===== src/rtl/mult_share_ctrl.sv =====
// mult_share_ctrl: sequencing controller and two-way arbiter for one shared serial
// shift-add signed multiplier datapath (A:X:B registers plus adder/subtractor).
//
// Each job takes 2*WIDTH+3 cycles, counting the IDLE cycle in which the request is
// sampled. The job runs LOAD once, then ADD and SHIFT alternately for WIDTH bits,
// then DONE.
//
// Ports:
//   Clk, Reset           clock; synchronous active-high reset
//   req_i[1:0]           per-requester job request (level)
//   op_a0_i, op_b0_i     requester 0 multiplicand / multiplier
//   op_a1_i, op_b1_i     requester 1 multiplicand / multiplier
//   m_i                  datapath multiplier LSB (current bit)
//   grant_o[1:0]         one-hot datapath owner, 0 when idle
//   busy_o               high in every non-idle state
//   load_o               datapath parallel load (clears A, loads X/B)
//   add_o, sub_o         A <= A +/- multiplicand
//   shift_o              arithmetic right shift of A:B
//   opa_o, opb_o         operands of the granted requester, 0 when idle
//   done_o[1:0]          one-cycle completion pulse to the served requester
//
// Build option: define PRIORITY_FIXED_EN for fixed priority, where requester 0
// always wins ties. Without it, ties are resolved round-robin.
module mult_share_ctrl #(
  parameter int unsigned WIDTH = 8
) (
  input  logic             Clk,
  input  logic             Reset,
  input  logic [1:0]       req_i,
  input  logic [WIDTH-1:0] op_a0_i,
  input  logic [WIDTH-1:0] op_b0_i,
  input  logic [WIDTH-1:0] op_a1_i,
  input  logic [WIDTH-1:0] op_b1_i,
  input  logic             m_i,
  output logic [1:0]       grant_o,
  output logic             busy_o,
  output logic             load_o,
  output logic             add_o,
  output logic             sub_o,
  output logic             shift_o,
  output logic [WIDTH-1:0] opa_o,
  output logic [WIDTH-1:0] opb_o,
  output logic [1:0]       done_o
);

  localparam int unsigned    CntW    = (WIDTH > 1) ? $clog2(WIDTH) : 1;
  localparam logic [CntW-1:0] CntLast = CntW'(WIDTH - 1);

  typedef enum logic [2:0] {StIdle, StLoad, StAdd, StShift, StDone} state_e;

  state_e            state_q, state_d;
  logic [1:0]        grant_q, grant_d;
  logic [CntW-1:0]   cnt_q, cnt_d;
`ifndef PRIORITY_FIXED_EN
  // Index of the requester served most recently; reset to 1 so requester 0 wins the first tie.
  logic              last_q, last_d;
`endif

  always_ff @(posedge Clk) begin
    if (Reset) begin
      state_q <= StIdle;
      grant_q <= 2'b00;
      cnt_q   <= '0;
`ifndef PRIORITY_FIXED_EN
      last_q  <= 1'b1;
`endif
    end else begin
      state_q <= state_d;
      grant_q <= grant_d;
      cnt_q   <= cnt_d;
`ifndef PRIORITY_FIXED_EN
      last_q  <= last_d;
`endif
    end
  end

  always_comb begin
    state_d = state_q;
    grant_d = grant_q;
    cnt_d   = cnt_q;
`ifndef PRIORITY_FIXED_EN
    last_d  = last_q;
`endif
    unique case (state_q)
      StIdle: begin
        if (req_i != 2'b00) begin
          state_d = StLoad;
`ifdef PRIORITY_FIXED_EN
          grant_d = req_i[0] ? 2'b01 : 2'b10;
`else
          if (req_i == 2'b11) grant_d = last_q ? 2'b01 : 2'b10;
          else                grant_d = req_i;
`endif
        end
      end
      StLoad: begin
        cnt_d   = '0;
        state_d = StAdd;
      end
      StAdd: state_d = StShift;
      StShift: begin
        cnt_d   = cnt_q + CntW'(1);
        state_d = (cnt_q == CntLast) ? StDone : StAdd;
      end
      StDone: begin
`ifndef PRIORITY_FIXED_EN
        last_d  = grant_q[1];
`endif
        grant_d = 2'b00;
        state_d = StIdle;
      end
      default: begin
        state_d = StIdle;
        grant_d = 2'b00;
      end
    endcase
  end

  // Strobes decode from registered state only (plus the current multiplier bit).
  // The final bit is the two's-complement sign bit, so it subtracts instead of adding.
  always_comb begin
    grant_o = grant_q;
    busy_o  = (state_q != StIdle);
    load_o  = (state_q == StLoad);
    add_o   = (state_q == StAdd) && m_i && (cnt_q != CntLast);
    sub_o   = (state_q == StAdd) && m_i && (cnt_q == CntLast);
    shift_o = (state_q == StShift);
    done_o  = (state_q == StDone) ? grant_q : 2'b00;
    opa_o   = '0;
    opb_o   = '0;
    if (grant_q[0]) begin
      opa_o = op_a0_i;
      opb_o = op_b0_i;
    end else if (grant_q[1]) begin
      opa_o = op_a1_i;
      opb_o = op_b1_i;
    end
  end

endmodule


===== config.mk =====
export PLATFORM = sky130hd
export DESIGN_NAME = mult_share_ctrl
export DESIGN_NICKNAME = d
export VERILOG_FILES = /design/src/rtl/mult_share_ctrl.sv
export SDC_FILE = /design/constraint.sdc
export NUM_CORES = 1
export LEC_CHECK = 0
export ABC_AREA = 0
export BUFFER_PORTS_ARGS = -buffer_cell sky130_fd_sc_hd__buf_4
export CORE_MARGIN = 3
export CORE_UTILIZATION = 37
export DETAILED_ROUTE_END_ITERATION = 7
export PLACE_DENSITY = 0.9
export SYNTH_ARGS = -nofsm -noshare
export SYNTH_HDL_FRONTEND = slang
export SYNTH_SLANG_ARGS = --single-unit

===== constraint.sdc =====
create_clock -name Clk -period 2 [get_ports Clk]
set_clock_uncertainty 0.15 [all_clocks]
set_input_delay 0.4 -clock Clk [delete_from_list [all_inputs] [get_ports Clk]]
set_output_delay 0.4 -clock Clk [all_outputs]
set_load 0.01 [all_outputs]

After elaboration in Yosys (flattened, before gate mapping) --
Cells that the tools add are included.
Storage, ports and cells: bits of input ports 37, register bits after elaboration 9, logic and storage cells 36, output and inout port bits 25
Cells by class: mux-type cells 13, bitwise logic cells 1, reductions and logical operators 9, add/sub/neg operators 1, equal/unequal tests 8
Operators by type and width (count):
- 2-to-1 mux 8 bit | 4
- case mux 3 bit (4 select lines) | 1
- 2-to-1 mux 2 bit | 4
- == test 3 x 2 -> 1 bit (second input constant) | 2
- == test 3 bit (second input constant) | 2
- 2-to-1 mux 3 bit | 2
- case mux 3 bit (2 select lines) | 1
- case mux 2 bit (2 select lines) | 1
- nonzero test 2 bit | 2
- adder 3 x 1 -> 3 bit (second input constant) | 1
- == test 3 x 1 -> 1 bit (second input constant) | 1
- logical AND 1 bit | 3
- zero test 3 bit | 1
- inequality test 3 bit (second input constant) | 1
- nonzero test 3 bit | 1
- OR reduction 3 bit | 1
- == test 2 bit (second input constant) | 1
- inequality test 2 bit (second input constant) | 1
- AND reduction 2 bit | 1
- NOT 1 bit | 1

Longest topological paths before layout --
Gate-level depths: netlist of the first run.
depth in word-level cells 4, depth in mapped cells 5, gate-level depth less buffers 4

Worst setup path before layout of the first run --
Ideal clock, no wire load.
path kind reg-to-output, start point register grant_q[0] (netlist: grant_o[0]), end point output port opa_o[0], buffers on the path 3, slack 0.394 ns, arrival 1.056 ns, stages on the path, launching flop included 6, required time 1.450 ns, cells stage by stage dfxtp_1 > buf_6 > nor2b_1 > clkbuf_2 > buf_4 > a22o_1
On the way: cells in the longest elaborated chain, start to end 1
Ends and longest elaborated chain:
- start: declaration | RTL line 52 | logic [1:0] grant_q, grant_d;
- start signal: assignment | RTL line 69 | grant_q <= grant_d;
- 2-to-1 mux 8 bit | RTL line 131 | if (grant_q[0]) begin
- end: declaration | RTL line 41 | output logic [WIDTH-1:0] opa_o,
No other way between the ends.

Worst setup path in the final report of the first run --
start point register state_q[2], end point output port shift_o
On the way: cells in the longest elaborated chain, start to end 1
Ends and longest elaborated chain:
- start: declaration | RTL line 51 | state_e state_q, state_d;
- start signal: assignment | RTL line 61 | state_q <= StIdle;
- start signal: assignment | RTL line 68 | state_q <= state_d;
- == test 3 x 2 -> 1 bit | RTL line 127 | shift_o = (state_q == StShift);
- end: declaration | RTL line 40 | output logic shift_o,
No other way between the ends.

==> metrics.md, run 1 <==
| Metric | Value |
|---|---|
| Pre-antenna DRT Iters | 4 |
| Initial antenna violation count | 0 |
| Hold_ws | 0.225 ns |
| Final net count | around 170 |
| Worst setup margin | 0.0898 ns |
| Syn Inst Count | 72 |
| Synth Area per Inst | 8.60 µm² |
| Gr usage total | 0.181 |
| Pwr Density | between 500 and 600 nW/µm² |
| Core Region | 1540 µm² |
| Post-synth EDFFs | 0 |
| Cell area after synthesis | 619 µm² |
| VDD IR max | between 0.4 and 0.5 mV |
| Fin. Hold Viols | 0 |
| Routed vias/inst | 5.43 |
| Crit Path Category | reg2out |
| Seq/Total Area, Yosys | 0.291 |
| Syn-to-layout area delta | 77.8% |
| Distinct cells, synth | 30 |
| DRT iter0 DRCs | 9 |
| F_max | 524 MHz |
| Period minus WS final | 1.91 ns |
| Critical-path top delay cell | dfxtp_1 |
| Startpoint Class | flop |
| Setup TNS | 0 ns |
| Tightest Pin Transition | 0.382 ns |
| Crit. End Element | output pin |
| Worst EP required | 1.45 ns |
| Share of cells above drive strength 1 | 0.545 |
| Max-Cap Viols | 0 |
| Residual DRC count | 0 |
| Routed via count | 803 |
| CTS root buf | clkbuf_4 |
| Crit path cell chain | and2b_2 -> and2_1 -> buf_4 |
| Period utilization | 0.955 |
| Postcts setup bufs | 0 |
| Synth Flop Type | dfxtp_1 |
| CTS tree | built |
| Final total power | 551 µW |
| Setup WS pre-CTS | about 0.38 ns |
| RSZ-0062 raised after global routing | no |
| CP Launch Point | state_q[2]$_SDFFE_PP0P_ |
| CTS Buf Count | 3 |
| Reg-to-reg startpoint | state_q[1]$_SDFFE_PP0P_ |
| Max stage delay on crit path | 0.51 ns |
| Number of top-level pins | 62 |
| Slew Limit Fails | 0 |
| Worst Path Max Fanout | 11 |
| Hold Path Class | in2reg |
| Ys Warns | 0 |
| Die height | 46.9 µm |
| First-pass GRT wire length | 2910 µm |
| Num rows | 14 |
| Leak Pwr | roughly 0.56 nW |
| Hold_sp | Reset |
| Antenna Diode Count | 0 |
| Final setup vio count | 0 |
| CTS clk-pin slew, worst paths | 0.06 ns |
| GP Congestion | between 0.7 and 0.8 |
| Clock Sinks | 9 |
| Synthesized net count | 111 |
| Gr ovfl total | 0 |
| Die Wd | 46.9 µm |
| PortBufs | 61 |
| Async SR Flop Fraction | 0 |
| FF+latch count, synth | 9 |
| Htree depth | 1 |
| Status | finished, final reports clean |
| Final ANT Viol Nets | 0 |
| Clock buffer depth | 2 |
| WL/cell | 14.6 µm |
| Die area | 2200 µm² |
| Largest net degree at the start of global routing | 20 |
| Detailed Route WL | 2160 µm |
| Worst rel slew slack | 0.745 |
| Post-DP HPWL | 1750 µm |
| Initial Util | 0.402 |
| Worst Path Arrival | 1.36 ns |
| Fill count | 125 |
| Clock Latency Late Sink | 0.26 ns |
| Vias in the first global route | 660 |
-- registers in the layout (all words and copies together), names as in the netlist --
signal,flops
cnt_q,3
state_q,3
grant_o,2
last_q,1
-- layout by cell type (no fill, tap or decap), types with 2 or more instances in the layout --
cell type | netlist | routed
nand3_1 | 2 | 2
nor2_1 | 3 | 3
a22o_1 | 16 | 16
buf_4 | 1 | 63
nand2_1 | 7 | 7
nor4_1 | 2 | 2
a21oi_1 | 3 | 3
nor2b_1 | 2 | 2
dfxtp_1 | 9 | 9
nor3_1 | 3 | 3
clkbuf_4 | 0 | 3
ha_1 | 2 | 2
or3b_1 | 2 | 2
-- logic make-up (layout without fill, tap and decap cells) --
family | count (synthesis) | after routing | synth area share
DFF | 9 | 9 | 0.291
AOI/OAI and AO/OA | 22 | 22 | 0.293
buffers and inverters | 7 | 67 | 0.0687
adders and majority gates | 2 | 2 | 0.0404
and+or+nand+nor | 32 | 32 | 0.307
-- per-layer routing --
layer / wire length [µm] / global-route usage
met5: 0 / 0
met2: 1020 / 0.304
met3: 401 / 0.0766
met4: 16 / 0.0663
met1: 724 / 0.204
-- timing repair --
action                                 4_1_cts  5_1_grt
hold buffers                                 0        0
endpoints found under the hold margin        0        0
resized for setup                            0        1
setup endpoints to repair                    0        1
-- where the power goes --
part,internal [mW],switching [mW]
logic,0.127,0.0847
registers,0.187,0.0123
clock network,0.0769,0.0636
-- critical path: cells and delay by family (launching register included) --
| family | cells | cell delay (ns) |
|---|---|---|
| flip-flops | 1 | 0.51 |
| buffers and inverters | 1 | 0.14 |
| AND/OR/NAND/NOR | 2 | 0.45 |
-- metrics by stage --
stage          instance area [µm²]  std cells   util
5_1_grt                       1100        148  0.714
3_5_place_dp                  1070        144  0.694
2_1_floorplan                  619         72      -
4_1_cts                       1100        148  0.711
3_3_place_gp                  1070        144  0.694
6_report                      1100        148  0.714
-- cell usage after synthesis, drive strengths merged, types with 2 or more instances --
master	number	share of area
buf	6	0.061
or3b	2	0.028
nand3	2	0.016
nor2b	2	0.020
nor3	4	0.040
nor4	2	0.020
nor2	4	0.028
dfxtp	9	0.29
and3	3	0.040
ha	2	0.040
a21oi	3	0.024
nand2	7	0.042
a22o	16	0.23
-- worst paths after layout --
kind                                         endpoint  slack, ns  depth (start not counted)
worst max-delay path                          shift_o       0.09                          3
worst min-delay path            cnt_q[1]$_SDFFE_PP0P_       0.23                          2
worst max register to register    last_q$_SDFFE_PP1N_       0.62                          3
worst min register to register  cnt_q[2]$_SDFFE_PP0P_       0.31                          2
-- layout make-up --
class	instances	area [µm²]	area share
Tap cell	16	20.0	0.0182
Clock buffer	4	26.3	0.0239
Timing Repair Buffer	63	473	0.430
Multi-Input combinational cell	56	402	0.365
Sequential cell	9	180	0.164
No activity file was read; power rests on OpenSTA's default activity.
==> run 2, diff against run 1 <==
- CORE_UTILIZATION: 37 -> 31
- PLACE_DENSITY: 0.9 -> 0.81
- clock period: 2 -> 1.6 ns (I/O delays scaled with it)
==> metrics.md, run 2 (synthesis results as in run 1) <==
| Metric | Value |
|---|---|
| Die Wd | 50.7 µm (+8.1%) |
| Num rows | 15 (+1) |
| Setup slack, reg-to-reg | 0.13 ns (-0.49 ns) |
| Clock Sinks | 9 (unchanged) |
| Initial antenna violation count | 0 (unchanged) |
| Worst rel slew slack | 0.823 (+0.0774) |
| CP Launch Point | cnt_q[0]$_SDFFE_PP0P_ |
| Gr usage total | 0.202 (+0.0209) |
| RSZ-0062 raised after global routing | yes |
| Hold Path Class | in2reg |
| Status | finished with violations |
| Die height | 50.7 µm (+8.1%) |
| Routed via count | 910 (+13%) |
| Max-Cap Viols | 0 (unchanged) |
| PortBufs | 61 (unchanged) |
| Vias in the first global route | 827 (+25%) |
| Startpoint Class | flop |
| Setup TNS | -0.722 ns (-0.722 ns) |
| Syn-to-layout area delta | 120% |
| Final ANT Viol Nets | 0 (unchanged) |
| CP Depth | 4 (+1) |
| Failing checks | negative setup slack |
| Worst EP required | 1.13 ns (-0.32 ns) |
| CTS Hold Buffers Added | 0 (unchanged) |
| Number of top-level pins | 62 (unchanged) |
| Pwr Density | 575 nW/µm² (+15%) |
| Residual DRC count | 0 (unchanged) |
| CTS clk-pin slew, worst paths | 0.06 ns (about the same) |
| CTS root buf | clkbuf_4 |
| Period minus WS final | 1.70 ns |
| Pre-antenna DRT Iters | 4 (unchanged) |
| Reg-to-reg startpoint | state_q[1]$_SDFFE_PP0P_ |
| GP Congestion | 0.674 (-13%) |
| Hold path depth | 2 (unchanged) |
| FF/Latch Area | 196 µm² (+9.0%) |
| Final net count | 183 (+6.4%) |
| Most common cell on crit path | ha_4 |
| Fill count | 131 (+4.8%) |
| Gr ovfl total | 0 (unchanged) |
| Worst Path Max Fanout | 3 (-8) |
| Htree depth | 1 (unchanged) |
| Initial Util | 0.344 (-0.0580) |
| Max stage delay on crit path | 0.34 ns (-0.17 ns) |
| Worst Path Arrival | 1.23 ns (-0.13 ns) |
| Routed vias/inst | 5.42 (-0.17%) |
| Multi-input combinational cell area | 458 µm² (+14%) |
| Clock buffer depth | 2 (unchanged) |
| Period utilization | 1.06 |
| Critical Path End | add_o |
| WL/cell | 17.3 µm (+19%) |
| Util after Layout | 0.757 (+0.0427) |
| Crit Path Category | reg2out |
| Tightest Pin Transition | 0.264 ns (-0.118 ns) |
| Worst setup margin | -0.0961 ns (-0.186 ns) |
| Final setup vio count | 20 (+20) |
| Antenna Diode Count | 0 (unchanged) |
| Share of cells above drive strength 1 | 0.685 (+0.140) |
| Slew Limit Fails | 0 (unchanged) |
| Top Family by Delay on Critical Path | flip-flops |
| Leak Pwr | 0.645 nW (+14%) |
| R2R Path End | grant_o[1]$_SDFFE_PP0P_ |
| Buffer and inverter count on the worst path | 1 (unchanged) |
| Most common cell after layout, fill and taps aside | buf_4 |
| Largest net degree at the start of global routing | 20 (unchanged) |
| Clock Latency Late Sink | 0.27 ns (about the same) |
| Core Region | 1800 µm² (+17%) |
| Fin. Hold Viols | 0 (unchanged) |
| CTS Buf Count | 3 (unchanged) |
| Critical-path top delay cell | dfxtp_2 |
| DRT iter0 DRCs | 29 (+20) |
| Commonest cells after routing, fill and taps aside | buf_4 (50), buf_6 (21), a22o_1 (16) |
| CTS tree | built |
| First-pass GRT wire length | 3910 µm (+34%) |
| Crit path cell chain | ha_4 -> ha_4 -> nor3b_2 -> buf_4 |
| Crit. End Element | output pin |
| Register-to-Register Path Depth | 4 (+1) |
| Detailed Route WL | 2910 µm (+35%) |
| VDD IR max | 0.559 mV (+39%) |
| Die area | 2570 µm² (+17%) |
| F_max | 590 MHz |
[run 2: cell types whose count changed in the layout (fill, tap and decap cells not counted), sizes merged]
cell,before,now
clkbuf,4,5
buf,63,73
[run 2: worst min path at each step]
stage / start / endpoint / slack, ns
floorplan: cnt_q[1]$_SDFFE_PP0P_ / cnt_q[1]$_SDFFE_PP0P_ / 0.29
global placement: cnt_q[1]$_SDFFE_PP0P_ / cnt_q[1]$_SDFFE_PP0P_ / 0.29
detailed placement: cnt_q[0]$_SDFFE_PP0P_ / cnt_q[0]$_SDFFE_PP0P_ / 0.31
CTS: Reset / grant_o[0]$_SDFFE_PP0P_ / 0.14
global route: Reset / cnt_q[0]$_SDFFE_PP0P_ / 0.14
finish: Reset / cnt_q[0]$_SDFFE_PP0P_ / 0.14
[run 2: layer usage]
layer	vias to the layer above	GRT usage	wire, µm
met5	-	0	0
met4	0	0.0538	27
met3	4	0.0623	316
met2	59	0.378	1510
met1	429	0.215	1060
li1	418	-	-
[run 2: area by class of cell]
cell class                 instances  share of cell area
timing repair buffer              74               0.478
tap                               25              0.0229
multi-input combinational         56               0.336
sequential                         9               0.144
clock buffer                       4              0.0193
[run 2: stage by stage]
stage	instances	setup WS (ns)	instance area [µm²]	power, mW	hold WS (ns)
2_1_floorplan	72	0.0741	619	0.372	0.286
3_3_place_gp	154	-0.287	1090	0.515	0.294
3_5_place_dp	154	-0.345	1090	0.521	0.313
4_1_cts	164	-0.0966	1310	0.763	0.138
5_1_grt	168	-0.145	1360	0.821	0.138
6_report	168	-0.0961	1360	0.784	0.137
[run 2: timing repair]
action / 4_1_cts / 5_1_grt
endpoints found under the setup margin: 23 / 23
buffers inserted: 6 / 4
pin swaps: 2 / 4
hold endpoints to repair: 0 / 0
gates resized for setup: 38 / 8
[run 2: report_power, final]
| part | leakage [nW] | total [mW] | switching, mW | internal (mW) |
|---|---|---|---|---|
| logic | 0.553 | 0.356 | 0.137 | 0.219 |
| registers | 0.0772 | 0.249 | 0.0159 | 0.234 |
| clock network | 0.0150 | 0.179 | 0.0827 | 0.0963 |
| total | 0.645 | 0.784 | 0.235 | 0.549 |
